**config.mk**
```make
export PLATFORM = sky130hd
export DESIGN_NAME = cpu_run_ctrl
export DESIGN_NICKNAME = d
export VERILOG_FILES = /design/src/rtl/cpu_ctrl_pkg.sv /design/src/rtl/run_watchdog.sv /design/src/rtl/cpu_run_ctrl.sv
export SDC_FILE = /design/constraint.sdc
export NUM_CORES = 1
export LEC_CHECK = 0
export ABC_CLOCK_PERIOD_IN_PS = 2000
export CAP_MARGIN = 20
export CORE_UTILIZATION = 25
export DETAILED_ROUTE_END_ITERATION = 8
export PLACE_DENSITY_LB_ADDON = 0.08
export SYNTH_ARGS = -nofsm -noshare
export SYNTH_HDL_FRONTEND = slang
export SYNTH_SLANG_ARGS = --single-unit
```
**constraint.sdc**
```tcl
create_clock -name clk -period 2 [get_ports clk]
set_clock_uncertainty 0.2 [all_clocks]
set_input_delay 0.2 -clock clk [delete_from_list [all_inputs] [get_ports clk]]
set_output_delay 0.2 -clock clk [all_outputs]
set_load 0.005 [all_outputs]
```
**src/rtl/cpu_ctrl_pkg.sv**
```systemverilog
// rtl/cpu_ctrl_pkg.sv - shared run-state encoding and limits for the CPU run controller
package cpu_ctrl_pkg;

  typedef enum logic [2:0] {
    IDLE    = 3'd0,
    HOLD    = 3'd1,
    START   = 3'd2,
    RUN     = 3'd3,
    DONE    = 3'd4,
    TIMEOUT = 3'd5
  } run_state_t;

  localparam int unsigned DEFAULT_MAX_CYCLES = 1000;

  // Width needed for a phase counter that runs 0..max(a,b)-1.
  function automatic int unsigned phase_w(input int unsigned a, input int unsigned b);
    int unsigned m;
    m = (a > b) ? a : b;
    return (m > 1) ? $clog2(m) : 1;
  endfunction

endpackage

```
**src/rtl/run_watchdog.sv**
```systemverilog
// rtl/run_watchdog.sv - saturating run-cycle counter with limit detection
module run_watchdog #(
  parameter int unsigned CNT_W = 16,
  parameter int unsigned LIMIT = 1001
) (
  input  logic             clk,
  input  logic             reset,
  input  logic             clear,
  input  logic             enable,
  output logic [CNT_W-1:0] count,
  output logic             hit
);

  localparam logic [CNT_W-1:0] LIMIT_V = CNT_W'(LIMIT);

  // Stops at LIMIT, so the counter can never wrap.
  always_ff @(posedge clk) begin
    if (reset || clear) begin
      count <= '0;
    end else if (enable && (count != LIMIT_V)) begin
      count <= count + CNT_W'(1);
    end
  end

  assign hit = (count == LIMIT_V);

endmodule

```
**src/rtl/cpu_run_ctrl.sv**
```systemverilog
// rtl/cpu_run_ctrl.sv - sequences CPU reset/start/run and reports done or watchdog timeout
module cpu_run_ctrl
  import cpu_ctrl_pkg::*;
#(
  parameter int unsigned RESET_CYCLES = 2,
  parameter int unsigned START_CYCLES = 1,
  parameter int unsigned MAX_CYCLES   = DEFAULT_MAX_CYCLES,
  parameter int unsigned CNT_W        = 16
) (
  input  logic             clk,
  input  logic             reset,
  input  logic             go,
  input  logic             cpu_done,
  output logic             cpu_reset,
  output logic             cpu_start,
  output logic             busy,
  output logic             finished,
  output logic             timeout,
  output logic [CNT_W-1:0] cycle_count
);

  localparam int unsigned PH_W = phase_w(RESET_CYCLES, START_CYCLES);
  localparam logic [PH_W-1:0] HOLD_LAST  = PH_W'(RESET_CYCLES - 1);
  localparam logic [PH_W-1:0] START_LAST = PH_W'(START_CYCLES - 1);

  if ((64'(MAX_CYCLES) + 64'd1) >= (64'd1 << CNT_W)) begin : g_bad_cnt_w
    $error("cpu_run_ctrl: CNT_W too small to hold MAX_CYCLES+1");
  end
  if (RESET_CYCLES == 0 || START_CYCLES == 0) begin : g_bad_phase
    $error("cpu_run_ctrl: RESET_CYCLES and START_CYCLES must be non-zero");
  end

  run_state_t      state, state_nxt;
  logic [PH_W-1:0] phase, phase_nxt;
  logic            wd_clear, wd_en, wd_hit;

  run_watchdog #(
    .CNT_W (CNT_W),
    .LIMIT (MAX_CYCLES + 1)
  ) u_watchdog (
    .clk    (clk),
    .reset  (reset),
    .clear  (wd_clear),
    .enable (wd_en),
    .count  (cycle_count),
    .hit    (wd_hit)
  );

  always_comb begin
    state_nxt = state;
    phase_nxt = phase;
    wd_clear  = 1'b0;
    wd_en     = 1'b0;
    case (state)
      IDLE, DONE, TIMEOUT: begin
        if (go) begin
          state_nxt = HOLD;
          phase_nxt = '0;
          wd_clear  = 1'b1;
        end
      end
      HOLD: begin
        if (phase == HOLD_LAST) begin
          state_nxt = START;
          phase_nxt = '0;
        end else begin
          phase_nxt = phase + PH_W'(1);
        end
      end
      START: begin
        // The count steps on the edge into RUN so the first RUN cycle shows 1.
        if (phase == START_LAST) begin
          state_nxt = RUN;
          phase_nxt = '0;
          wd_en     = 1'b1;
        end else begin
          phase_nxt = phase + PH_W'(1);
        end
      end
      RUN: begin
        if (cpu_done) begin
          state_nxt = DONE;
        end else if (wd_hit) begin
          state_nxt = TIMEOUT;
        end else begin
          wd_en = 1'b1;
        end
      end
      default: state_nxt = IDLE;
    endcase
  end

  // Outputs are decoded from the next state so they land in step with it.
  always_ff @(posedge clk) begin
    if (reset) begin
      state     <= IDLE;
      phase     <= '0;
      cpu_reset <= 1'b1;
      cpu_start <= 1'b0;
      busy      <= 1'b0;
      finished  <= 1'b0;
      timeout   <= 1'b0;
    end else begin
      state     <= state_nxt;
      phase     <= phase_nxt;
      cpu_reset <= (state_nxt == IDLE) || (state_nxt == HOLD) || (state_nxt == TIMEOUT);
      cpu_start <= (state_nxt == START);
      busy      <= (state_nxt == HOLD) || (state_nxt == START) || (state_nxt == RUN);
      finished  <= (state_nxt == DONE);
      timeout   <= (state_nxt == TIMEOUT);
    end
  end

endmodule

```
==> run_results.csv <==
group,metric,value,unit
power_and_ir_drop,p_per_area,543.5,nW/um^2
timing,finalCritPeriodShare,94.89,%
floorplan,initial_core_util,25.85,%
clock_network,cts_tree,"done",
clock_network,root_buffer,"clkbuf_8",
timing,hold_violations,0,
synth,synth.avg_cell_area,9.296,um^2
setup_path,setup.worst_path.class,"flop to flop",
synth,synth_top_area_share,37.91,%
timing,whs,0.3010,ns
setup_path,required,1.97,ns
setup_path,r2r_end,"u_watchdog.count[1]$_SDFFE_PP0P_",
timing,slew_violations,0,
synth,yosysSeqAreaShare,37.91,%
power_and_ir_drop,p_leak,0.5845,nW
timing,maxSlewHeadroom,67.30,%
setup_path,rr_startpoint,"u_watchdog.count[10]$_SDFFE_PP0P_",
place,placed_cells,249,
synth,ys_warn_count,0,
floorplan,die_y,74.67,um
synth,synth_edf_count,0,
clock_network,clk_latency,0.27,ns
floorplan,die_area,5575,um^2
floorplan,coreArea,5107,um^2
setup_path,max_stage_delay,0.47,ns
timing,rsz0062_at_grt,"false",
power_and_ir_drop,irDropWorstVdd,222.3,uV
clock_network,postCtsSetupBuffers,0,
floorplan,fp-row-count,26,
setup_path,r2r_slack,0.10,ns
detailed_routing,drc,0,
setup_path,critPathTopFamily,"simple AND/OR/NAND/NOR gates",
setup_path,cp_num_buf_inv,1,
synth,yosysMostFrequentCell,"dfxtp_1",
cells_and_area,num-nets-final,190,
hold_path,min_path_type,"flop to flop",
setup_path,crit_chain,"nor4_1 -> and4_4 -> buf_4 -> nor3_1 -> o21a_1",
detailed_routing,viasPerCell,4.901,
synth,ys.flop_type,"dfxtp_1",
timing,finalSetupViolations,0,
detailed_routing,drtIter0Drc,62,
setup_path,critical-path-slowest-cell,"nor4_1",
hold_path,hold_end,"u_watchdog.count[7]$_SDFFE_PP0P_",
synth,synth_cell_types,39,
place,routabilityCongestion,0.8075,
global_routing,grt_max_degree,15,
setup_path,crit_path_start_kind,"flop",
synth,synthArstFlopShare,0,%
floorplan,die_w,74.67,um
global_routing,gr-total-overflow,0,
detailed_routing,wire_per_inst,13.24,um
synth,ys_top_cells_by_area,"dfxtp_1 (38%), or4_1 (7.4%), a21oi_1 (6.8%)",
global_routing,grt_pass1_wl,5202,um
cells_and_area,layout-drive-gt1-share,18.58,%
clock_network,clock_tree.buffer_depth,2,
cells_and_area,stdcell_count,253,
synth,yosys-top-cells-count,"dfxtp_1 (25), a21oi_1 (18), or4_1 (13)",
synth,syn_inst,142,
detailed_routing,ant_nets,0,
synth,yosysTopAreaCell,"dfxtp_1",
clock_network,cts_num_sinks,25,
cells_and_area,n_antenna_cell,0,
hold_path,hold_depth,2,
detailed_routing,wl,3349,um
place,hpwlAfterDp,2406,um
setup_path,endpoint_kind,"flop",
run_status,status,"completed",
global_routing,grt_util_all_layers,12.31,%
clock_network,cts_made_buffers,3,
cells_and_area,syn_to_final_growth,34.50,%
setup_path,cp.arrival,1.87,ns
synth,syn_area,1320,um^2
global_routing,antenna_found_initial,0,
floorplan,ios,25,
synth,synth_seq_cells,25,
clock_network,clk_pin_slew,0.09,ns
cells_and_area,fin_util,34.76,%
setup_path,worst_r2r_path_depth,5,
timing,tightest_slew,0.4890,ns
global_routing,grt_pass1_vias,1076,
hold_path,hold_start,"u_watchdog.count[7]$_SDFFE_PP0P_",
run,max-cap-violations,0,
place,port_buffers,24,
synth,syn_nets,148,
detailed_routing,vias,1240,
clock_network,h-tree-depth,1,
timing,fin_crit,1.898,ns
timing,fmax,526.9,MHz
setup_path,cp_max_fo,11,
detailed_routing,first_pass_iters,4,
-- what timing repair did --
action                                 CTS  global route
endpoints found under the hold margin    0             0
gates resized for setup                  1             3
setup endpoints to repair                6             9
hold buffers                             0             0
-- state kept, by name, summed over array words and instances (netlist names) --
name and count:
cpu_start 1, phase 1, timeout 1, finished 1, cpu_reset 1, busy 1, state 3, u_watchdog.count 16
-- stage by stage --
stage | cell area [um^2] | power, W | setup slack (ns) | TNS (ns)
CTS | 1765 | 0.0009807 | 0.03506 | 0
detailed placement | 1719 | 0.0006696 | -0.1415 | -1.318
floorplan | 1320 | 0.0006180 | 0.04926 | 0
finish | 1775 | 0.0009649 | 0.1021 | 0
global placement | 1719 | 0.0006685 | -0.1436 | -1.286
global route | 1775 | 0.001013 | 0.01268 | 0
-- tightest hold or removal path: cells and delay by family (launching register included) --
kind	cells	cell delay [ns]
DFF	1	0.34
and+or+nand+nor	1	0.06
muxes	1	0.06
-- layout make-up --
class	instances	area, um^2
clock buffer	4	45.04
fill	547	3332
inverter	5	18.77
multi-input combinational	104	724.4
sequential	25	501.7
tap	70	87.58
timing repair buffer	45	397.9
-- how the worst max path moves through the flow --
stage                                           start                          endpoint  slack [ns]  cells past startpoint
global placement                             cpu_done  u_watchdog.count[4]$_SDFFE_PP0P_       -0.14                      5
CTS                  u_watchdog.count[1]$_SDFFE_PP0P_  u_watchdog.count[5]$_SDFFE_PP0P_        0.04                      6
floorplan            u_watchdog.count[1]$_SDFFE_PP0P_  u_watchdog.count[5]$_SDFFE_PP0P_        0.05                      7
global route        u_watchdog.count[10]$_SDFFE_PP0P_  u_watchdog.count[1]$_SDFFE_PP0P_        0.01                      5
finish              u_watchdog.count[10]$_SDFFE_PP0P_  u_watchdog.count[1]$_SDFFE_PP0P_        0.10                      5
detailed placement                           cpu_done  u_watchdog.count[5]$_SDFFE_PP0P_       -0.14                      5
-- routing by layer --
layer / track usage [%] / up-vias / wire (um)
li1: - / 629 / -
met1: 18.29 / 593 / 1838
met2: 17.92 / 16 / 1411
met3: 2.276 / 2 / 80
met4: 3.774 / 0 / 19
met5: 0 / - / 0
-- cell usage in the layout, fill, tap and decap left out, types with 2 or more instances in the layout --
cell type	Yosys	layout
dfxtp_1	25	24
clkdlybuf4s50_1	0	24
buf_4	0	21
a21oi_1	18	18
or4_1	13	13
o31ai_1	12	12
nand2_1	7	7
inv_1	5	5
nand3_1	5	5
o21a_1	5	5
nor2b_1	4	4
and3_1	3	3
and2_1	3	3
clkbuf_8	1	3
and4bb_1	2	2
nand2b_1	2	2
nor3_1	2	2
o21ai_0	2	2
or3_1	2	2
nand4_1	2	2
nor2_1	2	2
ha_1	2	2
-- report_power, final --
part	switching [W]	total, W	internal [W]	leakage [nW]
registers	0.0000170	0.000532	0.000515	0.203
logic	0.0000660	0.000126	0.0000604	0.359
clock network	0.000164	0.000307	0.000142	0.0228
total	0.000247	0.000965	0.000717	0.584
-- cells by family after synthesis --
group	after synthesis	share of synthesized area, %
AO/OA/AOI/OAI	44	21.71
buffers and inverters	13	7.961
flip-flops	25	37.91
multiplexers	1	0.7583
AND/OR/NAND/NOR	57	29.76
adder cells (fa/ha/maj)	2	1.895
(Power assumes the default switching activity.)
